===== config.mk =====
export PLATFORM = sky130hd
export DESIGN_NAME = rf_wb_arbiter
export DESIGN_NICKNAME = d
export VERILOG_FILES = /design/src/rtl/rf_wb_arbiter.sv
export SDC_FILE = /design/constraint.sdc
export NUM_CORES = 1
export LEC_CHECK = 0
export CORE_UTILIZATION = 55
export CTS_CLUSTER_SIZE = 25
export DETAILED_ROUTE_END_ITERATION = 12
export GPL_ROUTABILITY_DRIVEN = 0
export GPL_TIMING_DRIVEN = 0
export PLACE_DENSITY_LB_ADDON = 0.12
export SLEW_MARGIN = 30
export SYNTH_ARGS = -nofsm -noshare
export SYNTH_HDL_FRONTEND = slang
export SYNTH_SLANG_ARGS = --single-unit

===== constraint.sdc =====
create_clock -name CLK -period 6.33 [get_ports CLK]
set_input_delay 1.266 -clock CLK [delete_from_list [all_inputs] [get_ports CLK]]
set_output_delay 1.266 -clock CLK [all_outputs]
set_load 0.1 [all_outputs]

===== src/rtl/rf_wb_arbiter.sv =====
// Register-file write-port arbiter: pipeline writeback (A) over a FIFO-buffered long-latency unit (B),
// with a pending-write scoreboard and starvation timer. Define RF_WB_ARB_STATS_EN to enable STALL_CNT.
module rf_wb_arbiter #(
  parameter int unsigned DEPTH    = 4,
  parameter int unsigned MAX_WAIT = 8
) (
  input  logic        CLK,
  input  logic        RST_N,
  input  logic        A_VALID,
  input  logic [4:0]  A_WNUM,
  input  logic [31:0] A_WDATA,
  input  logic        B_VALID,
  output logic        B_READY,
  input  logic [4:0]  B_WNUM,
  input  logic [31:0] B_WDATA,
  input  logic        B_ISSUE,
  input  logic [4:0]  B_ISSUE_RD,
  input  logic [4:0]  QRS1,
  input  logic [4:0]  QRS2,
  input  logic [4:0]  QRD,
  output logic        BUSY_RS1,
  output logic        BUSY_RS2,
  output logic        BUSY_RD,
  output logic        STALL_A,
  output logic [4:0]  RF_WNUM,
  output logic [31:0] RF_WDATA,
  output logic [15:0] STALL_CNT
);

  localparam int unsigned AW = $clog2(DEPTH);
  localparam int unsigned WW = $clog2(MAX_WAIT + 1);

  logic [AW:0]   wr_ptr, rd_ptr;
  logic [4:0]    fifo_wnum  [DEPTH];
  logic [31:0]   fifo_wdata [DEPTH];
  logic [WW-1:0] wait_cnt;
  logic [31:1]   pending, pending_nxt;
  logic [31:0]   pending_vec;
  logic          from_b;
  logic          empty, full, push, pop, grant_a;

  // Extra pointer bit tells full from empty when the index bits match.
  assign empty   = (wr_ptr == rd_ptr);
  assign full    = (wr_ptr[AW] != rd_ptr[AW]) && (wr_ptr[AW-1:0] == rd_ptr[AW-1:0]);
  assign B_READY = !full;

  // Zero-destination B results complete the handshake but never occupy an entry.
  assign push    = B_VALID && !full && (B_WNUM != 5'd0);
  assign grant_a = A_VALID && (A_WNUM != 5'd0) && !STALL_A;
  assign pop     = !grant_a && !empty;

  always_ff @(posedge CLK) begin
    if (push) begin
      fifo_wnum[wr_ptr[AW-1:0]]  <= B_WNUM;
      fifo_wdata[wr_ptr[AW-1:0]] <= B_WDATA;
    end
  end

  always_ff @(posedge CLK or negedge RST_N) begin
    if (!RST_N) begin
      wr_ptr <= '0;
      rd_ptr <= '0;
    end else begin
      if (push) wr_ptr <= wr_ptr + 1'b1;
      if (pop)  rd_ptr <= rd_ptr + 1'b1;
    end
  end

  always_ff @(posedge CLK or negedge RST_N) begin
    if (!RST_N) begin
      wait_cnt <= '0;
      STALL_A  <= 1'b0;
    end else begin
      STALL_A <= 1'b0;
      if (empty || pop) begin
        wait_cnt <= '0;
      end else if (wait_cnt == WW'(MAX_WAIT)) begin
        wait_cnt <= '0;
        STALL_A  <= 1'b1;
      end else begin
        wait_cnt <= wait_cnt + 1'b1;
      end
    end
  end

  always_ff @(posedge CLK or negedge RST_N) begin
    if (!RST_N) begin
      RF_WNUM  <= '0;
      RF_WDATA <= '0;
      from_b   <= 1'b0;
    end else if (grant_a) begin
      RF_WNUM  <= A_WNUM;
      RF_WDATA <= A_WDATA;
      from_b   <= 1'b0;
    end else if (pop) begin
      RF_WNUM  <= fifo_wnum[rd_ptr[AW-1:0]];
      RF_WDATA <= fifo_wdata[rd_ptr[AW-1:0]];
      from_b   <= 1'b1;
    end else begin
      RF_WNUM  <= '0;
      from_b   <= 1'b0;
    end
  end

  // Set is applied after clear so a same-edge reissue keeps the bit.
  always_comb begin
    pending_nxt = pending;
    for (int unsigned i = 1; i < 32; i++) begin
      if (from_b && (RF_WNUM == 5'(i)))    pending_nxt[i] = 1'b0;
      if (B_ISSUE && (B_ISSUE_RD == 5'(i))) pending_nxt[i] = 1'b1;
    end
  end

  always_ff @(posedge CLK or negedge RST_N) begin
    if (!RST_N) pending <= '0;
    else        pending <= pending_nxt;
  end

  assign pending_vec = {pending, 1'b0};
  assign BUSY_RS1    = (QRS1 != 5'd0) && pending_vec[QRS1];
  assign BUSY_RS2    = (QRS2 != 5'd0) && pending_vec[QRS2];
  assign BUSY_RD     = (QRD  != 5'd0) && pending_vec[QRD];

`ifdef RF_WB_ARB_STATS_EN
  logic [15:0] stall_cnt;

  always_ff @(posedge CLK or negedge RST_N) begin
    if (!RST_N)                          stall_cnt <= '0;
    else if (STALL_A && stall_cnt != '1) stall_cnt <= stall_cnt + 1'b1;
  end

  assign STALL_CNT = stall_cnt;
`else
  assign STALL_CNT = '0;
`endif

endmodule

Yosys cells after proc, flatten, opt, wreduce, memory -nomap -nowiden
Memory sizes are Yosys's and may differ from the RTL's.
Index checks and enable logic that the tools add are counted.
{ "classes": {"add_sub_neg": 3, "n_lt_le_gt_ge": 3, "eq_ne": 66, "mux": 80, "reduce_logical": 113} }
{ "op_table": {"columns": ["op", "n"], "rows": [
  ["== test 5 bit, second input constant", 32],
  ["== test 5 x 4 -> 1 bit, second input constant", 16],
  ["logical AND 1 bit", 71],
  ["2-to-1 mux 1 bit", 71],
  ["2-to-1 mux 32 bit", 2],
  ["nonzero test 2 bit", 32],
  ["== test 5 x 3 -> 1 bit, second input constant", 8],
  ["nonzero test 5 bit", 5],
  ["== test 5 x 2 -> 1 bit, second input constant", 4],
  ["less-than comparator 5 x 6 -> 1 bit, second input constant", 3],
  ["binary-select mux 1 bit (select 5 bit)", 3],
  ["== test 5 x 1 -> 1 bit, second input constant", 2],
  ["2-to-1 mux 5 bit", 2],
  ["2-to-1 mux 4 bit", 2],
  ["adder 3 x 1 -> 3 bit, second input constant", 2],
  ["adder 4 x 1 -> 4 bit, second input constant", 1],
  ["== test 4 bit, second input constant", 1],
  ["logical NOT 1 bit", 4],
  ["== test 3 bit", 1],
  ["== test 2 bit", 1],
  ["logical OR 1 bit", 1],
  ["inequality test 1 bit", 1]
]} }
{ "word_totals": {"regBits": 80, "mem_bits_rw": 148, "inputBits": 99, "out_inout_bits": 58, "word_cells": 305, "mem_count": 2} }
{ "mem_list": {"columns": ["memory", "depth", "word_bits", "rd", "rd_clocked_by_memory_dff", "wr", "line_no", "rtl"], "rows": [
  ["fifo_wdata", 4, 32, 1, 0, 1, "35", "logic [31:0] fifo_wdata [DEPTH];"],
  ["fifo_wnum", 4, 5, 1, 0, 1, "34", "logic [4:0] fifo_wnum [DEPTH];"]
]} }

Logic depth before layout (Yosys ltp)
{ "depth": {"depth_word": 7, "ltp_mapped": 6, "depth_no_buf": 5} }

Worst setup path after synthesis
No wires, ideal clock.
{ "synth_path": {"path_kind": "input to register", "start": "in B_WNUM[0]", "end": "mem fifo_wdata[3][0] (enable)", "setup_time_ps": 489, "arrival_ps": 4261, "t_required_ps": 5841, "setup_slack_ps": 1580, "path_stages": 3, "n_path_buf": 0, "path_cell_list": "or4_1 o21ai_1 nor3b_1"} }
{ "synth_via": {"elab_chain_cells": 4} }
{ "synth_lines": {"columns": ["item", "line_no", "rtl"], "rows": [
  ["start: declaration", "14", "input logic [4:0] B_WNUM,"],
  ["nonzero test 5 bit", "48", "assign push = B_VALID && !full && (B_WNUM != 5'd0);"],
  ["logical AND 1 bit", "48", null],
  ["2-to-1 mux 1 bit", "53", "if (push) begin"],
  ["2-to-1 mux 1 bit (implied by the code)", "55", "fifo_wdata[wr_ptr[AW-1:0]] <= B_WDATA;"],
  ["end: declaration", "35", null]
]} }
No other way between the ends.

Worst setup path in the final report
{ "layout_path": {"start": "in QRS2[0]", "end": "out BUSY_RS2"} }
{ "layout_via": {"elab_chain_cells": 3, "elab_cells_between_ends": 4, "cone_classes": "mux (2); reduce/logical (2)"} }
{ "layout_lines": {"columns": ["item", "line_no", "rtl"], "rows": [
  ["start: declaration", "19", "input logic [4:0] QRS2,"],
  ["binary-select mux 1 bit (select 5 bit)", "121", "assign BUSY_RS2 = (QRS2 != 5'd0) && pending_vec[QRS2];"],
  ["2-to-1 mux 1 bit (implied by the code)", "121", null],
  ["logical AND 1 bit *", "121", null],
  ["end: declaration", "22", "output logic BUSY_RS2,"]
]} }
Mark *: on every way between the ends. The rest lies on a longest branch, timed or not. The select of a mux whose other input is x is not followed.

==> out/qor.csv <==
metric,value,unit
ant_nets,0,
crit_path_start_kind,input port,
async_flop_share,35.1,%
drive_gt1_share,15.7,%
grt_max_degree,61,
finalInstanceArea,12600,um^2
antennaDiodeCount,0,
muxShareOfSynthArea,16.9,%
setup_tns,0,ps
p_leak,4.78,nW
min_period,4930,ps
synth_top_family_by_area,multiplexers,
post-dp-hpwl,15200,um
drc,0,
worstSkewPairLatency,510,ps
postLayoutCoreUtil,72.1,%
worst_ep_required_time,5060,ps
setup_violations,0,
syn2layout_area_growth,26.7,%
rsz0062_at_grt,false,
gr-total-overflow,0,
seq_area,6450,um^2
cts_resized,0,
holdPathStages,1,
coreArea,17400,um^2
drt_iter0_markers,323,
maxCapViolations,0,
worstPathArrival,3660,ps
tightest_slew,1030,ps
drt-met1-wl,8870,um
via_per_inst,5.86,
p_per_area,526,nW/um^2
rows,48,
r2r-start,rd_ptr[2],
dpl-instance-area,11700,um^2
start_util,56.9,%
synth_compound_area_share,7.06,%
die_area,18600,um^2
synth-adder-area-share,0.884,%
clk_pin_slew_worst_paths,60,ps
avgSynthCellArea,15.0,um^2
wl_met3,1550,um
ir_worst_vdd,0.375,mV
relSlewSlack,31.4,%
fillers,1139,
die_w,136,um
hp-start,rd_ptr[2],
max_freq,0.203,GHz
io_pins,157,
synth.distinct_cells,43,
synth_ff_type,edfxtp_1,
clockRootBuffer,clkbuf_16,
reg2reg_slack,4160,ps
antenna_found_initial,1,
slew_viol_final,0,
stdcell_count,1085,
grt_pass1_vias,6495,
cts_tree,done,
cts_hold_buf,0,
outcome,finished clean,
cp_max_fo,10,
dieHeight,136,um
drtPass1Iterations,5,
cts.sinks,228,
dp.cells,1041,
multi_input_area,3250,um^2
nets,948,
port_buffers,135,
critPathKind,input port to output pin,
hold_viol,0,
totalWireLength,21900,um
cts.path.max_buffers,3,
numCtsBuffers,24,
synth_seq_cells,228,
synth_xor_area_share,0.707,%
hp-class,flip-flop to flip-flop,
min_delay_worst_endpoint,rd_ptr[2],
synthCells,659,
setup.worst_path.end_class,output pin,
cts_max_level,1,
syn_area,9910,um^2
synth-simple-area-share,6.58,%
r2r_cells,6,
timing.rr.end,fifo_wdata[3][12],
highest_layer,met4,
wl_met2,11100,um
wl_per_cell,20.2,um
yosys_warnings,0,
synth_edf_count,148,
grt_util_all_layers,24.2,%
num_vias,6362,
timing.final.crit_share,77.8,%
ys_seq_area_share,65.1,%
skew,8.40,ps
post-cts-setup-buffers,0,
grt_pass1_wl,34100,um
per-layer routing:
| metal | track usage, % | vias to the layer above |
|---|---|---|
| met2 | 41.9 | 242 |
| met1 | 31.9 | 3206 |
| met3 | 3.80 | 40 |
| met4 | 6.30 | 0 |
| li1 | - | 2874 |
| met5 | 0 | - |
critical path: stages:
cell and delay [ps]:
clkbuf_1 340, buf_2 380, mux2i_1 170, a21oi_1 190, nand3_1 90, nand4_1 90
clkdlybuf4s50_1 1130
flip-flops by register name, indices dropped and copies added (netlist names):
| register | count |
|---|---|
| from_b | 1 |
| RF_WNUM | 5 |
| fifo_wdata | 128 |
| pending | 31 |
| rd_ptr | 3 |
| RF_WDATA | 32 |
| STALL_A | 1 |
| wr_ptr | 3 |
| fifo_wnum | 20 |
| wait_cnt | 4 |
layout by cell type, fill, tap and decap left out, drive strengths merged, types with 5 or more instances in the layout:
| cell | Yosys | final |
|---|---|---|
| edfxtp | 148 | 148 |
| clkdlybuf4s50 | 0 | 133 |
| o21ai | 96 | 96 |
| dfrtp | 80 | 80 |
| mux2i | 61 | 61 |
| nand2 | 48 | 48 |
| mux4 | 45 | 45 |
| buf | 33 | 42 |
| clkbuf | 10 | 41 |
| nand2b | 18 | 18 |
| conb | 1 | 16 |
| a21oi | 15 | 15 |
| nor2 | 11 | 11 |
| nand3 | 11 | 11 |
| nor2b | 7 | 7 |
| ha | 7 | 7 |
| clkinv | 0 | 7 |
| inv | 6 | 6 |
| a22oi | 6 | 6 |
| and2 | 6 | 6 |
| a22o | 5 | 5 |
| nand4 | 5 | 5 |
| bufinv | 0 | 5 |
kinds of logic (layout without fill, tap and decap cells):
logic type,after synthesis,count (layout)
and+or+nand+nor,127,127
adders and majority gates,7,7
DFF,228,228
xor gates and xnor gates,8,8
other,1,16
AOI/OAI and AO/OA,129,129
muxes,110,110
buffers and inverters,49,235
where the power goes:
part	switching (mW)	leakage (nW)	internal (mW)	total [mW]
Combinational	1.80	2.07	0.953	2.75
Sequential	0.275	2.28	2.06	2.33
Clock	0.559	0.427	0.959	1.52
metrics by stage:
stage	total power [mW]	hold slack, ps	setup WS [ps]
5_1_grt	6.88	535	1270
2_1_floorplan	4.35	461	1580
6_report	6.61	498	1400
4_1_cts	6.64	501	1390
3_3_place_gp	5.02	472	-1350
3_5_place_dp	5.13	493	1390
layout make-up:
type | count | area share [%]
repair buffers | 142 | 11.3
flip-flops and latches | 228 | 51.4
inverters | 6 | 0.179
multi-input cells | 397 | 25.9
well taps | 225 | 2.24
clock buffers | 31 | 5.40
clock inverters | 13 | 1.55
plain buffers | 43 | 2.02
synthesized netlist by cell type (2+ instances only):
cell | count | area (um^2)
nand3b_1 | 4 | 30.0
o21ai_1 | 35 | 175
inv_1 | 6 | 22.5
or2_2 | 4 | 25.0
ha_1 | 7 | 87.6
nor3_1 | 3 | 15.0
and2_1 | 6 | 37.5
dfrtp_1 | 80 | 2000
edfxtp_1 | 148 | 4440
o21ai_0 | 61 | 305
or4_1 | 2 | 15.0
a22oi_1 | 6 | 45.0
mux4_2 | 45 | 1010
xnor2_1 | 4 | 35.0
nand2b_1 | 18 | 113
a21oi_1 | 15 | 75.1
nand4_1 | 5 | 31.3
buf_1 | 2 | 7.51
nand3_1 | 11 | 55.1
nand4b_1 | 4 | 35.0
buf_4 | 19 | 143
nand2_1 | 48 | 180
nor3b_1 | 2 | 15.0
o211ai_1 | 2 | 15.0
mux2i_1 | 61 | 611
xor2_1 | 4 | 35.0
nor2b_1 | 7 | 43.8
a22o_1 | 5 | 43.8
nor2_1 | 11 | 41.3
buf_2 | 11 | 55.1
mux2_2 | 2 | 22.5
clkbuf_1 | 10 | 37.5
worst max path at each step:
stage | cells past startpoint | endpoint | slack [ps] | startpoint
floorplan | 3 | fifo_wdata[3][0] | 1580 | B_WNUM[0]
global placement | 4 | fifo_wdata[3][13] | -1350 | B_WNUM[1]
detailed placement | 7 | BUSY_RS2 | 1390 | QRS2[0]
CTS | 7 | BUSY_RS2 | 1390 | QRS2[0]
global route | 7 | BUSY_RD | 1270 | QRD[0]
finish | 7 | BUSY_RS2 | 1400 | QRS2[0]
No activity file was read; power rests on OpenSTA's default activity.
